==> src/rtl/bip_control_unit.sv <==
// BIP instruction sequencer: FETCH/EXEC loop, opcode decode,
// control strobes, sticky illegal flag and retired-instruction count.
module bip_control_unit #(
  parameter int ADDRESS_BITS = 11,
  parameter int DATA_BITS    = 16,
  parameter int OPCODE_BITS  = 5,
  parameter int COUNT_BITS   = 16
) (
  input  logic                    clk,
  input  logic                    rst,
  input  logic                    i_start,
  input  logic [DATA_BITS-1:0]    i_instruction,
  output logic [ADDRESS_BITS-1:0] o_pc,
  output logic [ADDRESS_BITS-1:0] o_operand,
  output logic                    o_wr_ram,
  output logic                    o_rd_ram,
  output logic                    o_wr_acc,
  output logic [1:0]              o_sel_a,
  output logic                    o_sel_b,
  output logic                    o_alu_op,
  output logic                    o_halted,
  output logic                    o_illegal,
  output logic [COUNT_BITS-1:0]   o_instr_count
);

  typedef enum logic [1:0] {
    S_IDLE,
    S_FETCH,
    S_EXEC,
    S_HALT
  } state_t;

  localparam logic [OPCODE_BITS-1:0] OP_HLT  = OPCODE_BITS'(0);
  localparam logic [OPCODE_BITS-1:0] OP_STO  = OPCODE_BITS'(1);
  localparam logic [OPCODE_BITS-1:0] OP_LD   = OPCODE_BITS'(2);
  localparam logic [OPCODE_BITS-1:0] OP_LDI  = OPCODE_BITS'(3);
  localparam logic [OPCODE_BITS-1:0] OP_ADD  = OPCODE_BITS'(4);
  localparam logic [OPCODE_BITS-1:0] OP_ADDI = OPCODE_BITS'(5);
  localparam logic [OPCODE_BITS-1:0] OP_SUB  = OPCODE_BITS'(6);
  localparam logic [OPCODE_BITS-1:0] OP_SUBI = OPCODE_BITS'(7);

  state_t                  state_q, state_d;
  logic [ADDRESS_BITS-1:0] pc_q, pc_d;
  logic                    illegal_q, illegal_d;
  logic [COUNT_BITS-1:0]   count_q, count_d;

  logic [OPCODE_BITS-1:0]  opcode;
  logic                    exec;
  logic                    is_hlt;
  logic                    is_bad;

  assign opcode    = i_instruction[DATA_BITS-1 -: OPCODE_BITS];
  assign exec      = (state_q == S_EXEC);
  assign o_operand = i_instruction[ADDRESS_BITS-1:0];
  assign o_pc      = pc_q;
  assign o_halted  = (state_q == S_HALT);
  assign o_illegal = illegal_q;
  assign o_instr_count = count_q;

  // Decode the opcode into strobes/selects; everything stays low outside EXEC.
  always_comb begin
    o_wr_ram = 1'b0;
    o_rd_ram = 1'b0;
    o_wr_acc = 1'b0;
    o_sel_a  = 2'b00;
    o_sel_b  = 1'b0;
    o_alu_op = 1'b0;
    is_hlt   = 1'b0;
    is_bad   = 1'b0;
    if (exec) begin
      case (opcode)
        OP_HLT: is_hlt = 1'b1;
        OP_STO: o_wr_ram = 1'b1;
        OP_LD: begin
          o_rd_ram = 1'b1;
          o_wr_acc = 1'b1;
        end
        OP_LDI: begin
          o_wr_acc = 1'b1;
          o_sel_a  = 2'b01;
        end
        OP_ADD: begin
          o_rd_ram = 1'b1;
          o_wr_acc = 1'b1;
          o_sel_a  = 2'b10;
        end
        OP_ADDI: begin
          o_wr_acc = 1'b1;
          o_sel_a  = 2'b10;
          o_sel_b  = 1'b1;
        end
        OP_SUB: begin
          o_rd_ram = 1'b1;
          o_wr_acc = 1'b1;
          o_sel_a  = 2'b10;
          o_alu_op = 1'b1;
        end
        OP_SUBI: begin
          o_wr_acc = 1'b1;
          o_sel_a  = 2'b10;
          o_sel_b  = 1'b1;
          o_alu_op = 1'b1;
        end
        default: is_bad = 1'b1;
      endcase
    end
  end

  // Next-state logic for the sequencer, PC, illegal flag and counter.
  always_comb begin
    state_d   = state_q;
    pc_d      = pc_q;
    illegal_d = illegal_q;
    count_d   = count_q;
    unique case (state_q)
      S_IDLE: begin
        if (i_start) state_d = S_FETCH;
      end
      S_FETCH: begin
        state_d = S_EXEC;
      end
      S_EXEC: begin
        if (count_q != {COUNT_BITS{1'b1}}) begin
          count_d = count_q + 1'b1;
        end
        if (is_bad) illegal_d = 1'b1;
        if (is_hlt) begin
          state_d = S_HALT;
        end else begin
          pc_d    = pc_q + 1'b1;
          state_d = S_FETCH;
        end
      end
      S_HALT: begin
        state_d = S_HALT;
      end
      default: state_d = S_IDLE;
    endcase
  end

  // Sequencer state registers with immediate abort on reset.
  always_ff @(posedge clk or posedge rst) begin
    if (rst) begin
      state_q   <= S_IDLE;
      pc_q      <= '0;
      illegal_q <= 1'b0;
      count_q   <= '0;
    end else begin
      state_q   <= state_d;
      pc_q      <= pc_d;
      illegal_q <= illegal_d;
      count_q   <= count_d;
    end
  end

endmodule
==> config.mk <==
export PLATFORM = sky130hd
export DESIGN_NAME = bip_control_unit
export DESIGN_NICKNAME = d
export VERILOG_FILES = /design/src/rtl/bip_control_unit.sv
export SDC_FILE = /design/constraint.sdc
export NUM_CORES = 1
export LEC_CHECK = 0
export CORE_ASPECT_RATIO = 1.1
export CORE_MARGIN = 2
export CORE_UTILIZATION = 38
export DETAILED_ROUTE_END_ITERATION = 12
export GPL_ROUTABILITY_DRIVEN = 1
export PLACE_DENSITY = 0.85
export SLEW_MARGIN = 10
export SYNTH_ARGS = -nofsm -noshare
export SYNTH_HDL_FRONTEND = slang
export SYNTH_SLANG_ARGS = --single-unit
==> constraint.sdc <==
create_clock -name clk -period 1.78 [get_ports clk]
set_clock_uncertainty 0.15 [all_clocks]
set_input_delay 0.267 -clock clk [delete_from_list [all_inputs] [get_ports clk]]
set_output_delay 0.267 -clock clk [all_outputs]
set_load 0.005 [all_outputs]
* After elaboration in Yosys (flattened, before gate mapping) *
Index checks and enable logic that the tools add are counted.

word-level totals
  bits in registers = 30
  input bits = 19
  output and inout port bits = 47
  logic and storage cells = 49

operators by class
  $add $sub $neg = 2
  equal/unequal tests = 12
  muxes and demuxes = 19
  bitwise logic cells = 1
  reductions and logical operators = 11

operators by type and width
  cell                                                 number
  equality test 5 x 3 -> 1 bit, second input constant  4
  adder 16 x 1 -> 16 bit, second input constant        1
  != test 16 bit, second input constant                1
  2-to-1 mux 1 bit                                     14
  adder 11 x 1 -> 11 bit, second input constant        1
  equality test 5 x 2 -> 1 bit, second input constant  2
  case mux 2 bit (4 select lines)                      1
  OR reduction 8 bit                                   1
  2-to-1 mux 2 bit                                     3
  AND reduction 2 bit                                  3
  OR reduction 6 bit                                   1
  equality test 5 x 1 -> 1 bit, second input constant  1
  zero test 5 bit                                      1
  equality test 2 bit, second input constant           2
  case mux 2 bit (2 select lines)                      1
  OR reduction 2 bit                                   2
  OR reduction 4 bit                                   1
  OR reduction 3 bit                                   1
  equality test 2 x 1 -> 1 bit, second input constant  1
  zero test 2 bit                                      1
  != test 2 bit, second input constant                 1
  inverter 1 bit                                       1

* Longest topological paths before layout *
  depth after elaboration = 5
  gate-level depth with buffers = 5
  mapped depth without buffers = 5

* Worst setup path after synthesis *
No wires, ideal clock.

  path kind = register to register
  start point = register count_q[0] (netlist: o_instr_count[0])
  end point = register count_q[1] (netlist: o_instr_count[1])
  library setup time = 0.125 ns
  arrival time = 1.490 ns
  required time = 1.505 ns
  path slack = 0.015 ns
  cell stages (with the launch flop) = 6
  buffers on the path = 0
  period minus slack after synthesis = 1.765 ns
  cells stage by stage = dfrtp_1 ha_1 nand4_1 nor4_4 nor2_2 mux2_4

on the way
  cells in the longest elaborated chain, start to end = 2
  elaborated cells on any way between the ends = 3
  those cells by class = 1 x add/sub; 1 x eq/ne; 1 x reduce/logical

RTL lines
  what                                                            line  source
  start, declared                                                 45    logic [COUNT_BITS-1:0] count_q, count_d;
  start signal, assigned                                          152   count_q <= count_d;
  branches (longest 2 deep; another with adder 16 x 1 -> 16 bit)  n/a

Parallel ways; which one is timed is not known.
A chain may end at the register's enable or synchronous reset.

* Worst setup path after layout *
  start point = input port i_instruction[15]
  end point = output port o_sel_a[0]

on the way
  cells in the longest elaborated chain, start to end = 4
  elaborated cells on any way between the ends = 8
  those cells by class = 5 x eq/ne; 2 x mux; 1 x reduce/logical

RTL lines
  what                                 line  source
  start, declared                      12    input logic [DATA_BITS-1:0] i_instruction,
  equality test 5 x 3 -> 1 bit         71    case (opcode)
  OR reduction 4 bit (no source line)  n/a
  case mux 2 bit (2 select lines) (*)  71
  2-to-1 mux 2 bit (*)                 70    if (exec) begin
  end, declared                        18    output logic [1:0] o_sel_a,

Mark *: on every way between the ends. The rest lies on a longest branch, timed or not.

==> results.py <==
metrics = {
    "placed_design": {
        "dp_slack_ns": -0.488,
        "dpl_cell_area_mm2": 0.00215,
        "hpwl_mm": 2.52,
        "io_buffers": 43,
        "gp_congestion": 0.821,
    },
    "power_and_ir_drop": {
        "swShare_pct": 30.4,
        "p_seq_share_pct": 43.9,
        "p_comb_share_pct": 31.1,
        "cellPowerDensity_mw_per_mm2": 939,
        "max-vdd-ir-drop_v": 0.000964,
        "p_total_uw": 2240,
        "intPower_uw": 1560,
        "netSwitchingPower_uw": 683,
        "power.share.clock_pct": 24.9,
        "leakagePower_uw": 0.00108,
    },
    "die": {
        "die_w_um": 65.7,
        "initial_core_util_pct": 39.8,
        "core_area_mm2": 0.00399,
        "io_pins": 66,
        "dieArea_mm2": 0.00472,
        "fp.dieH_um": 71.8,
        "rows": 24,
    },
    "synth": {
        "yosysTopAreaCell": "dfrtp_1",
        "ys_seq_area_share_pct": 47.2,
        "synth-edff-count": 0,
        "syn_area_mm2": 0.00159,
        "synth_warnings": 0,
        "syn-instance-count": 152,
        "synth_common_cells": "dfrtp_1, nand2_1, buf_4",
        "synth_top_area_share_pct": 47.2,
        "syn_avg_cell_area_um2": 10.5,
        "synth-main-ff-cell": "dfrtp_1",
        "synthTopCellsByArea": "dfrtp_1, buf_4, xor2_1",
        "synth_nets": 173,
        "synthArstFlopShare_pct": 100,
        "ys_ff_latch": 30,
        "yosysUniqueCellTypes": 36,
        "yosysMostFrequentCell": "dfrtp_1",
    },
    "grt": {
        "antenna_found_initial": 0,
        "grt_start_max_net_pins": 31,
        "grt_pass1_vias": 1355,
        "overflow": 0,
        "track_usage_pct": 16.5,
        "grt_pass1_wl_mm": 6.02,
    },
    "clocking": {
        "cts_buffers": 5,
        "cts_buffer_depth": 2,
        "cts_tree": "done",
        "path_clk_slew_ns": 0.06,
        "cts.sinks": 30,
        "holdBufCountCts": 0,
        "clk_latency_ns": 0.28,
        "root_buffer": "clkbuf_8",
        "h-tree-depth": 2,
    },
    "setup_path": {
        "crit_type": "input pin to output pin",
        "crit_path_start_kind": "input pin",
        "required_ns": 1.36,
        "end_kind": "output pin",
        "crit_arrival_ns": 1.51,
        "crit_fanout": 4,
    },
    "drt": {
        "top_layer_used": "met4",
        "drc": 0,
        "wl_met3_um": 149,
        "wl_met2_mm": 1.97,
        "wire_per_inst_um": 13.8,
        "vias_per_cell": 5.06,
        "wl_met1_mm": 1.51,
        "wl_mm": 3.69,
        "vias": 1350,
        "drt_first_pass_iters": 4,
        "dr.first_iter.drc_count": 57,
        "final_antenna_net_count": 0,
    },
    "sta": {
        "min_period_ns": 1.92,
        "period_share_pct": 108,
        "drv_slew": 0,
        "hold_violations": 0,
        "setup_viol": 6,
        "fmax_mhz": 520,
        "setup_ws_ns": -0.143,
        "worstMarginPinSlew_ns": 0.377,
        "rsz0062_at_grt": "true",
        "timing.slew.headroom_pct": 74.8,
        "final.setup.tns_ns": -0.346,
    },
    "job": {
        "max_cap_violations": 0,
    },
    "min_path": {
        "holdCritPathClass": "input pin to async pin",
    },
    "status": {
        "status": "complete, but fails checks",
        "violations": "negative setup slack",
    },
    "layout": {
        "fin_area_mm2": 0.00239,
        "finalNetCount": 235,
        "drive_above_1_share_pct": 31.6,
        "post-route-util_pct": 59.8,
        "synthToLayoutAreaGrowth_pct": 50.3,
        "diodes": 0,
    },
}
==> final timing paths <==
kind | end | cells past startpoint | start | slack (ns)
setup reg to reg | o_instr_count[13]$_DFFE_PP0P_ | 5 | state_q[0]$_DFFE_PP0P_ | 0
max in group asynchronous | o_illegal$_DFFE_PP0P_ | 3 | rst | 1.00
setup / recovery | o_sel_a[0] | 6 | i_instruction[15] | -0.14
hold / removal | o_pc[10]$_DFFE_PP0P_ | 3 | rst | 0.21
min in group clk | o_pc[10]$_DFFE_PP0P_ | 1 | o_pc[10]$_DFFE_PP0P_ | 0.32
hold reg to reg | o_pc[10]$_DFFE_PP0P_ | 1 | o_pc[10]$_DFFE_PP0P_ | 0.32
==> cells by family after synthesis <==
group | share of synthesized area, %
and+or+nand+nor | 25.7
DFF | 47.2
xor gates and xnor gates | 9.37
buffers and inverters | 6.61
AOI/OAI and AO/OA | 5.12
muxes | 4.41
adders and majority gates | 1.57
==> flip-flops by register name (all words and copies together), names as in the netlist <==
name	count
o_instr_count	16
o_pc	11
o_illegal	1
state_q	2
==> power groups by stage <==
stage	registers (µW)	logic (µW)	clock network [µW]
after floorplan	1010	221	0
after global placement	988	653	0
after detailed placement	991	665	0
after CTS	986	672	567
after global routing	1010	770	602
final	986	699	560
==> cell usage in the layout (no fill, tap or decap), types with 4 or more instances in the layout <==
cell type / count
clkdlybuf4s50_1: 34
dfrtp_1: 30
buf_4: 23
nand2_1: 13
xnor2_1: 8
xor2_1: 8
nand4_1: 7
nand3_1: 7
clkbuf_8: 6
buf_2: 6
inv_1: 5
and3_1: 5
mux2_2: 4
==> per-stage QoR <==
step,instances,hold WS [ns]
finish,267,0.208
global route,267,0.263
CTS,265,0.221
detailed placement,255,0.315
global placement,255,0.309
floorplan,152,0.208
==> metal layers <==
layer	up-vias	GRT usage, %
met2	29	29.0
met3	7	3.77
met4	0	7.18
met5	-	0
met1	664	19.2
li1	650	-
==> repair_timing <==
| action | 4_1_cts | 5_1_grt |
|---|---|---|
| pin swaps | 7 | 6 |
| setup endpoints to repair | 9 | 21 |
| buffers inserted | 2 | 2 |
| endpoints found under the hold margin | 0 | 0 |
| gates resized for setup | 38 | 22 |
==> critical path: stages <==
cell and delay, ns:
clkdlybuf4s50_1 0.46, nor3_4 0.25, buf_4 0.16, nand2_4 0.06, nor3b_2 0.17, buf_2 0.14
==> layout make-up <==
| cell class | count | area [µm²] |
|---|---|---|
| sequential | 30 | 751 |
| timing repair buffer | 67 | 587 |
| fill | 333 | 1610 |
| tap | 52 | 65.1 |
| inverter | 5 | 18.8 |
| multi-input combinational | 105 | 876 |
| clock inverter | 1 | 5.00 |
| clock buffer | 7 | 86.3 |
Power figures use the tool's default switching activity.
